===== src/rtl/new_game_pkg.sv =====
// -----------------------------------------------------------------------------
// new_game_pkg
//   Shared types and constants for the new-game handshake and the object-memory
//   (OM) write path.
//   - nga_state_e : arbiter state encoding
//   - OM_ADDR_W / OM_DATA_W : OM write port geometry
//   - BOARD_WORDS : number of words in a full board load
//   - sat_inc() : saturating increment used by the load word counter
// -----------------------------------------------------------------------------
package new_game_pkg;

    localparam int OM_ADDR_W   = 7;
    localparam int OM_DATA_W   = 11;
    localparam int BOARD_WORDS = 105;
    localparam int WORD_CNT_W  = 8;

    typedef enum logic [1:0] {
        ST_IDLE    = 2'd0,
        ST_PENDING = 2'd1,
        ST_GRANTED = 2'd2,
        ST_FINISH  = 2'd3
    } nga_state_e;

    // Increment by one when en is set, sticking at the all-ones value.
    function automatic logic [WORD_CNT_W-1:0] sat_inc(
        input logic [WORD_CNT_W-1:0] value,
        input logic                  en
    );
        if (en && (value != {WORD_CNT_W{1'b1}})) begin
            return value + WORD_CNT_W'(1);
        end
        return value;
    endfunction

endpackage


===== src/rtl/om_write_mux.sv =====
// -----------------------------------------------------------------------------
// om_write_mux
//   2:1 selector in front of the single OM write port. Shared by every block
//   that needs to hand the port between two writers.
//   Ports:
//     i_sel                       0 = port A, 1 = port B
//     i_a_addr/i_a_data/i_a_wren  writer A
//     i_b_addr/i_b_data/i_b_wren  writer B
//     o_addr/o_data/o_wren        to the OM write port (combinational)
// -----------------------------------------------------------------------------
module om_write_mux
    import new_game_pkg::*;
#(
    parameter int ADDR_W = OM_ADDR_W,
    parameter int DATA_W = OM_DATA_W
) (
    input  logic              i_sel,
    input  logic [ADDR_W-1:0] i_a_addr,
    input  logic [DATA_W-1:0] i_a_data,
    input  logic              i_a_wren,
    input  logic [ADDR_W-1:0] i_b_addr,
    input  logic [DATA_W-1:0] i_b_data,
    input  logic              i_b_wren,
    output logic [ADDR_W-1:0] o_addr,
    output logic [DATA_W-1:0] o_data,
    output logic              o_wren
);

    // NOTE: every output is fully assigned on both select values, so no latch can form.
    assign o_addr = i_sel ? i_b_addr : i_a_addr;
    assign o_data = i_sel ? i_b_data : i_a_data;
    // The unselected writer's enable is dropped, not queued.
    assign o_wren = i_sel ? i_b_wren : i_a_wren;

endmodule


===== src/rtl/new_game_arbiter.sv =====
// -----------------------------------------------------------------------------
// new_game_arbiter
//   Responder side of the new-game handshake. Latches the coordinator's
//   request, waits for gameplay to leave a move, grants the OM write port to
//   the coordinator and freezes gameplay until the coordinator signals that
//   the board load is complete.
//
//   Optional feature: define NGA_TIMEOUT_EN to enable the grant watchdog
//   (TIMEOUT_CYCLES cycles from grant to new_game_ready). Without it,
//   timeout_error is constant 0 and a grant is held indefinitely.
//
//   Ports:
//     clk, reset                 clock, synchronous active-high reset
//     new_game_request           1-cycle request pulse from the coordinator
//     new_game_in_progress       registered: grant held
//     resetting                  coordinator status (debug only, no effect)
//     new_game_ready             1-cycle pulse: board load complete
//     coord_addr/data/wren       coordinator OM write port
//     game_addr/data/wren        gameplay OM write port
//     game_busy                  gameplay mid-move, grant deferred
//     game_hold                  registered: gameplay frozen (not IDLE)
//     om_addr/data/wren          to the OM write port
//     game_started               registered 1-cycle pulse: new board live
//     words_written              coordinator writes seen in the last grant
//     timeout_error              sticky watchdog flag
// -----------------------------------------------------------------------------
module new_game_arbiter
    import new_game_pkg::*;
#(
    parameter int unsigned TIMEOUT_CYCLES = 512
) (
    input  logic                  clk,
    input  logic                  reset,
    input  logic                  new_game_request,
    output logic                  new_game_in_progress,
    input  logic                  resetting,
    input  logic                  new_game_ready,
    input  logic [OM_ADDR_W-1:0]  coord_addr,
    input  logic [OM_DATA_W-1:0]  coord_data,
    input  logic                  coord_wren,
    input  logic [OM_ADDR_W-1:0]  game_addr,
    input  logic [OM_DATA_W-1:0]  game_data,
    input  logic                  game_wren,
    input  logic                  game_busy,
    output logic                  game_hold,
    output logic [OM_ADDR_W-1:0]  om_addr,
    output logic [OM_DATA_W-1:0]  om_data,
    output logic                  om_wren,
    output logic                  game_started,
    output logic [WORD_CNT_W-1:0] words_written,
    output logic                  timeout_error
);

    nga_state_e            r_state;
    logic                  r_in_progress;
    logic                  r_hold;
    logic                  r_started;
    logic                  r_timeout_error;
    logic [WORD_CNT_W-1:0] r_word_cnt;
    logic [WORD_CNT_W-1:0] r_words_written;

    logic                  w_coord_sel;
    logic                  w_timeout;
    logic                  w_unused_status;

    // The coordinator keeps the port through FINISH so a write issued in the
    // same cycle as (or right after) new_game_ready still lands.
    assign w_coord_sel = (r_state == ST_GRANTED) || (r_state == ST_FINISH);

    // Debug tap only; it must not influence the handshake.
    assign w_unused_status = resetting;

    // -------------------------------------------------------------------------
    // Handshake FSM with registered outputs
    // -------------------------------------------------------------------------
    // NOTE: state is updated with non-blocking assignments so every branch sees
    // the pre-edge values regardless of statement order.
    always_ff @(posedge clk) begin
        if (reset) begin
            r_state         <= ST_IDLE;
            r_in_progress   <= 1'b0;
            r_hold          <= 1'b0;
            r_started       <= 1'b0;
            r_timeout_error <= 1'b0;
            r_word_cnt      <= '0;
            r_words_written <= '0;
        end else begin
            r_started <= 1'b0;

            case (r_state)
                ST_IDLE: begin
                    if (new_game_request) begin
                        r_hold <= 1'b1;
                        if (!game_busy) begin
                            r_state       <= ST_GRANTED;
                            r_in_progress <= 1'b1;
                            r_word_cnt    <= '0;
                        end else begin
                            r_state <= ST_PENDING;
                        end
                    end
                end

                // Further request pulses here are absorbed: the request is
                // already latched by being in this state.
                ST_PENDING: begin
                    if (!game_busy) begin
                        r_state       <= ST_GRANTED;
                        r_in_progress <= 1'b1;
                        r_word_cnt    <= '0;
                    end
                end

                ST_GRANTED: begin
                    r_word_cnt <= sat_inc(r_word_cnt, coord_wren);
                    if (new_game_ready) begin
                        r_state         <= ST_FINISH;
                        r_in_progress   <= 1'b0;
                        r_started       <= 1'b1;
                        // Include this cycle's write so the count is complete
                        // while game_started is high.
                        r_words_written <= sat_inc(r_word_cnt, coord_wren);
                        r_timeout_error <= 1'b0;
                    end else if (w_timeout) begin
                        r_state         <= ST_IDLE;
                        r_in_progress   <= 1'b0;
                        r_hold          <= 1'b0;
                        r_timeout_error <= 1'b1;
                    end
                end

                // A request landing in the single FINISH cycle is kept by
                // going to PENDING; gameplay stays frozen across the gap.
                ST_FINISH: begin
                    if (new_game_request) begin
                        r_state <= ST_PENDING;
                        r_hold  <= 1'b1;
                    end else begin
                        r_state <= ST_IDLE;
                        r_hold  <= 1'b0;
                    end
                end

                default: begin
                    r_state       <= ST_IDLE;
                    r_in_progress <= 1'b0;
                    r_hold        <= 1'b0;
                end
            endcase
        end
    end

    // -------------------------------------------------------------------------
    // Grant watchdog
    // -------------------------------------------------------------------------
`ifdef NGA_TIMEOUT_EN
    localparam int TMO_W = $clog2(TIMEOUT_CYCLES + 1);

    logic [TMO_W-1:0] r_tmo_cnt;

    // Counts GRANTED cycles; any other state holds it at zero so each grant
    // starts a fresh window.
    always_ff @(posedge clk) begin
        if (reset) begin
            r_tmo_cnt <= '0;
        end else if (r_state == ST_GRANTED) begin
            r_tmo_cnt <= r_tmo_cnt + TMO_W'(1);
        end else begin
            r_tmo_cnt <= '0;
        end
    end

    // Fires in the last allowed GRANTED cycle; new_game_ready in that same
    // cycle still wins.
    assign w_timeout = (r_state == ST_GRANTED) &&
                       (r_tmo_cnt == TMO_W'(TIMEOUT_CYCLES - 1));
`else
    logic [$clog2(TIMEOUT_CYCLES + 1)-1:0] w_unused_tmo_cnt;

    assign w_unused_tmo_cnt = '0;
    assign w_timeout        = 1'b0;
`endif

    // -------------------------------------------------------------------------
    // OM write port: gameplay on A, coordinator on B
    // -------------------------------------------------------------------------
    om_write_mux #(
        .ADDR_W (OM_ADDR_W),
        .DATA_W (OM_DATA_W)
    ) u_om_write_mux (
        .i_sel    (w_coord_sel),
        .i_a_addr (game_addr),
        .i_a_data (game_data),
        .i_a_wren (game_wren),
        .i_b_addr (coord_addr),
        .i_b_data (coord_data),
        .i_b_wren (coord_wren),
        .o_addr   (om_addr),
        .o_data   (om_data),
        .o_wren   (om_wren)
    );

    assign new_game_in_progress = r_in_progress;
    assign game_hold            = r_hold;
    assign game_started         = r_started;
    assign words_written        = r_words_written;
    assign timeout_error        = r_timeout_error;

endmodule


===== config.mk =====
export PLATFORM = sky130hd
export DESIGN_NAME = new_game_arbiter
export DESIGN_NICKNAME = d
export VERILOG_FILES = /design/src/rtl/new_game_pkg.sv /design/src/rtl/om_write_mux.sv /design/src/rtl/new_game_arbiter.sv
export SDC_FILE = /design/constraint.sdc
export NUM_CORES = 1
export LEC_CHECK = 0
export BUFFER_PORTS_ARGS = -buffer_cell sky130_fd_sc_hd__buf_2
export CAP_MARGIN = 25
export CORE_ASPECT_RATIO = 2
export CORE_MARGIN = 10
export CORE_UTILIZATION = 48
export CTS_BUF_LIST = sky130_fd_sc_hd__clkbuf_4 sky130_fd_sc_hd__clkbuf_8
export DETAILED_ROUTE_END_ITERATION = 12
export GPL_TIMING_DRIVEN = 0
export HOLD_SLACK_MARGIN = 0.06
export PLACE_DENSITY_LB_ADDON = 0.2
export REMOVE_ABC_BUFFERS = 1
export SLEW_MARGIN = 20
export SYNTH_ARGS = -nofsm -noshare
export SYNTH_HDL_FRONTEND = slang
export SYNTH_SLANG_ARGS = --single-unit

===== constraint.sdc =====
create_clock -name clk -period 2.49 [get_ports clk]
set_input_delay 0.249 -clock clk [delete_from_list [all_inputs] [get_ports clk]]
set_output_delay 0.249 -clock clk [all_outputs]
set_load 0.005 [all_outputs]

# Yosys cells after proc, flatten, opt, wreduce, memory -nomap -nowiden
# Index checks and enable logic that the tools add are counted.
# word_totals
reg_bits,21
# classes
add_sub_neg,1
eq_ne,8
muxes,29
bitwise_logic,1
reduce_logical,11
# ops
operator,count
$mux W8,5
$pmux W8 S3,1
$mux W1,14
$mux W11,1
$reduce_and A3 Y1,3
$add A8 B1 Y8 const B,1
$mux W2,4
$ne A8 B8 Y1 const B,1
$pmux W2 S4,1
$mux W7,1
$ne A2 B2 Y1 const B,3
$eq A2 B2 Y1 const B,2
$reduce_and A2 Y1,2
$pmux W1 S3,1
$reduce_bool A3 Y1,1
$eq A2 B1 Y1 const B,1
$logic_not A2 Y1,1
$ne A2 B1 Y1 const B,1
$pmux W1 S2,1
$reduce_bool A2 Y1,1
$reduce_or A2 Y1,1
$logic_and A1 B1 Y1,1
$logic_or A1 B1 Y1,1
$not A1 Y1,1

# Longest topological paths before layout
# depth
depth_word,7
depth_mapped,8
mapped_depth_nobuf,6

# By module
# From an unflattened synthesis, not the netlist that was laid out.
# hier_totals
hier_cells,170
hier_area_um2,1551.5
# modules_own_cells
module,n_inst,cells_each,area_per_inst_um2,seq_area_each_um2
new_game_arbiter,1,149,1268.7,420.4
om_write_mux,1,21,282.8,0.0

# Least setup slack after synthesis
# No wires, ideal clock.
# synth_timing
path_type,register to output
from,reg r_state[0]
to,out om_addr[0]
t_arrival_ns,1.688
t_required_ns,2.241
path_slack_ns,0.553
stages_incl_launch_ff,7
n_path_buf,2
path_cell_list,dfxtp_1 inv_1 ha_1 buf_2 nor2_2 buf_4 mux2_2
# synth_via
elab_chain_cells,3
word_cells_on_any_way,4
# synth_lines
item,line,rtl
start: declaration,new_game_arbiter.sv:54,nga_state_e r_state;
start signal: assignment,new_game_arbiter.sv:80,r_state <= ST_IDLE;
start signal: assignment,new_game_arbiter.sv:95,r_state <= ST_GRANTED;
start signal: assignment,new_game_arbiter.sv:99,r_state <= ST_PENDING;
$eq A2 B2 Y1,new_game_arbiter.sv:68,assign w_coord_sel = (r_state == ST_GRANTED) || (r_state == ST_FINISH);
$logic_or A1 B1 Y1 *,new_game_arbiter.sv:68,
$mux W7 *,om_write_mux.sv:30,assign o_addr = i_sel ? i_b_addr : i_a_addr;
end: declaration,new_game_arbiter.sv:46,"output logic [OM_ADDR_W-1:0] om_addr,"
# Mark *: on every way between the ends. The rest lies on a longest branch, timed or not.

# Worst setup path in the final report
# Same ends and word-level chain as after synthesis.

==> reports/qor.csv <==
stage;metric;value;unit
drt;via/cell ratio;5.74;
synth;yosys warns;0;
cells_and_area;filler cell count in the final layout;280;
global_route;M1 GR Usage;13.7;%
cells_and_area;Final Core Density;61.3;%
synth;synthesized area;1530;µm²
hold_path;type of the tightest min-delay check;in2reg;
sta;RSZ-0062 raised after global routing;no;
cells_and_area;area occupied by multi-input gates;1000;µm²
synth;Syn Area/Cell;8.83;µm²
clock_tree;number of CTS-inserted buffers;3;
job;total of max-cap violations;0;
global_route;grt met3 use;8.22;%
sta;fin crit period;2320;ps
global_route;GRT busiest layer;met2;
drt;routed via count;1526;
cells_and_area;Nets;286;
sta;worst-margin pin slew;637;ps
drt;WL/cell;16.2;µm
global_route;GRT overflow;0;
drt;initial drt markers;20;
die;total core area;3120;µm²
clock_tree;hold buffer count at cts;0;
power_and_ir_drop;total chip power;1.46;mW
sta;skew final;6.10;ps
power_and_ir_drop;Pwr Density;761;nW/µm²
drt;DRC;0;
worst_setup_path;top cell family by delay on the critical path;adder cells;
worst_setup_path;reg2reg setup slack;370;ps
worst_setup_path;crit-path max cell delay;430;ps
synth;number of distinct library cells after synthesis;51;
cells_and_area;layout cell share with drive strength beyond 1;44.7;%
status;status;complete, no violations;
sta;Slew HR;57.6;%
worst_setup_path;CP max FO;19;
sta;Final WS setup;173;ps
clock_tree;H-tree depth reported by CTS;1;
clock_tree;CTS tree;yes;
sta;Final Cycle Share;93.1;%
die;Std-Cell Rows;29;
die;IO Count;75;
synth;ys flop type;dfxtp_1;
worst_setup_path;WP buf/inv;3;
global_route;first-pass GRT wire length;7250;µm
synth;post-synthesis instance total;173;
worst_setup_path;Critical Path RT;2240;ps
global_route;largest net degree at the start of global routing;20;
sta;setup_tns;0;ps
drt;drt first pass iters;4;
drt;ANT nets after route;0;
die;die width;59.9;µm
clock_tree;CTS clk-pin slew, worst paths;80;ps
placed_design;hpwl dp;3540;µm
power_and_ir_drop;Leakage;0.841;nW
die;initial core utilization;49.0;%
synth;fraction of registers with async set/reset;0;%
worst_setup_path;startpoint type of the worst setup path;flop;
synth;top post-synthesis cells by count;dfxtp_1, mux2_2, nor2_1;
synth;synth top area cells;dfxtp_1, mux2_2, ha_1, nor2_1, o211ai_1;
worst_setup_path;critical-path cell list;inv_1 -> ha_1 -> nor2_4 -> buf_12 -> mux2_2 -> buf_2;
die;Die ar.;5980;µm²
placed_design;I/O Buffers;72;
cells_and_area;Area Overhead vs Synth;25.3;%
cells_and_area;Sequential Area;420;µm²
sta;Slew Viols, Final;0;
clock_tree;clk sinks;21;
cells_and_area;# diodes;0;
placed_design;GPL Wtd Cong;0.817;
clock_tree;Root Buffer;clkbuf_8;
sta;Final setup violation count;0;
synth;share of the synthesized area in the top cell type;27.5;%
synth;#FFs+latches synth;21;
power_and_ir_drop;Max rail drop VDD;0.459;mV
global_route;vias in the first global route;1577;
global_route;initial antenna violation count;0;
drt;Routed Wire Length;4320;µm
clock_tree;clk_lat worst skew;270;ps
synth;most numerous cell in the Yosys netlist;dfxtp_1;
clock_tree;clock tree buffer depth;2;
global_route;M2 GR Usage;24.9;%
sta;Max Fclk;432;MHz
worst_setup_path;Crit path arrival time;2070;ps
synth;EDFF count, synth;0;
die;Die H;99.8;µm
synth;post-synthesis sequential area ratio;27.5;%
global_route;GRT Total Usage;14.8;%
synth;cell taking the most area after synthesis;dfxtp_1;
placed_design;Place WS;16.7;ps
worst_setup_path;critical path class;reg2out;
worst_setup_path;CP max stage cell;ha_1;
worst_setup_path;Critical Path Sink Type;primary output;
sta;final count of hold timing violations;0;
[per-layer routing]
layer  share of wire [%]  vias up
met5                   0        -
met4                 3.4        0
met3                  13       11
met2                  47       73
met1                  36      679
li1                    -      763
[registers in the layout, indices dropped and copies added (netlist names)]
register and count:
game_hold 1, r_word_cnt 8, r_state 2, words_written 8
new_game_in_progress 1, game_started 1
[cells by family after synthesis]
| kind of cell | count (synthesis) | synth area share [%] |
|---|---|---|
| AO/OA/AOI/OAI | 42 | 20.9 |
| XOR/XNOR | 3 | 1.72 |
| adder cells (fa/ha/maj) | 6 | 4.91 |
| buffers and inverters | 21 | 7.13 |
| flip-flops | 21 | 27.5 |
| multiplexers | 23 | 16.7 |
| other | 1 | 0.245 |
| AND/OR/NAND/NOR | 56 | 20.9 |
[worst register-to-register path: cells and delay by family, from the launching register on]
| family | cells | cell delay, ps |
|---|---|---|
| DFF | 1 | 360 |
| adders and majority gates | 1 | 580 |
| AOI/OAI and AO/OA | 1 | 150 |
| and+or+nand+nor | 3 | 850 |
| buffers and inverters | 1 | 120 |
[final cells by class]
| class | instances | share of cell area, % |
|---|---|---|
| Multi-Input combinational cell | 131 | 52.4 |
| Sequential cell | 21 | 22.0 |
| Timing Repair Buffer | 73 | 19.9 |
| Clock buffer | 4 | 2.55 |
| Tap cell | 31 | 2.03 |
| Inverter | 6 | 1.18 |
[report_power, final]
group / internal [mW] / switching (mW)
logic: 0.411 / 0.387
registers: 0.378 / 0.0327
clock network: 0.125 / 0.122
[repair_timing]
item | 4_1_cts | 5_1_grt
setup buffers | 1 | 0
endpoints found under the setup margin | 19 | 0
resized for setup | 1 | 0
endpoints found under the hold margin | 0 | 0
[per-stage QoR]
step,cell area (µm²),cells,hold WS (ps)
after floorplan,1440,158,318
after global placement,1840,261,436
after detailed placement,1840,261,443
after CTS,1910,266,292
after global routing,1910,266,325
final,1910,266,295
[worst paths after layout]
kind / startpoint / endpoint / depth (start not counted)
setup / recovery: r_state[0]$_SDFFE_PP0P_ / om_addr[0] / 6
hold / removal: new_game_request / game_hold$_SDFFE_PP0P_ / 3
hold reg to reg: words_written[4]$_SDFFE_PP0P_ / words_written[4]$_SDFFE_PP0P_ / 2
setup reg to reg: r_state[0]$_SDFFE_PP0P_ / r_word_cnt[5]$_SDFFE_PP0P_ / 6
[layout by cell type, fill, tap and decap left out, types with 2 or more instances in the layout]
| cell type | n |
|---|---|
| a211oi_1 | 6 |
| a21oi_1 | 6 |
| a221o_1 | 2 |
| a31oi_1 | 3 |
| and2_1 | 2 |
| and4_1 | 3 |
| buf_2 | 72 |
| clkbuf_8 | 3 |
| dfxtp_1 | 21 |
| ha_1 | 6 |
| inv_1 | 6 |
| mux2_2 | 20 |
| mux2i_1 | 3 |
| nand2_1 | 11 |
| nand3_1 | 4 |
| nand4_1 | 4 |
| nor2_1 | 19 |
| nor2b_1 | 2 |
| o211ai_1 | 8 |
| o21ai_0 | 3 |
| xor2_1 | 2 |
No activity file was read; power rests on OpenSTA's default activity.
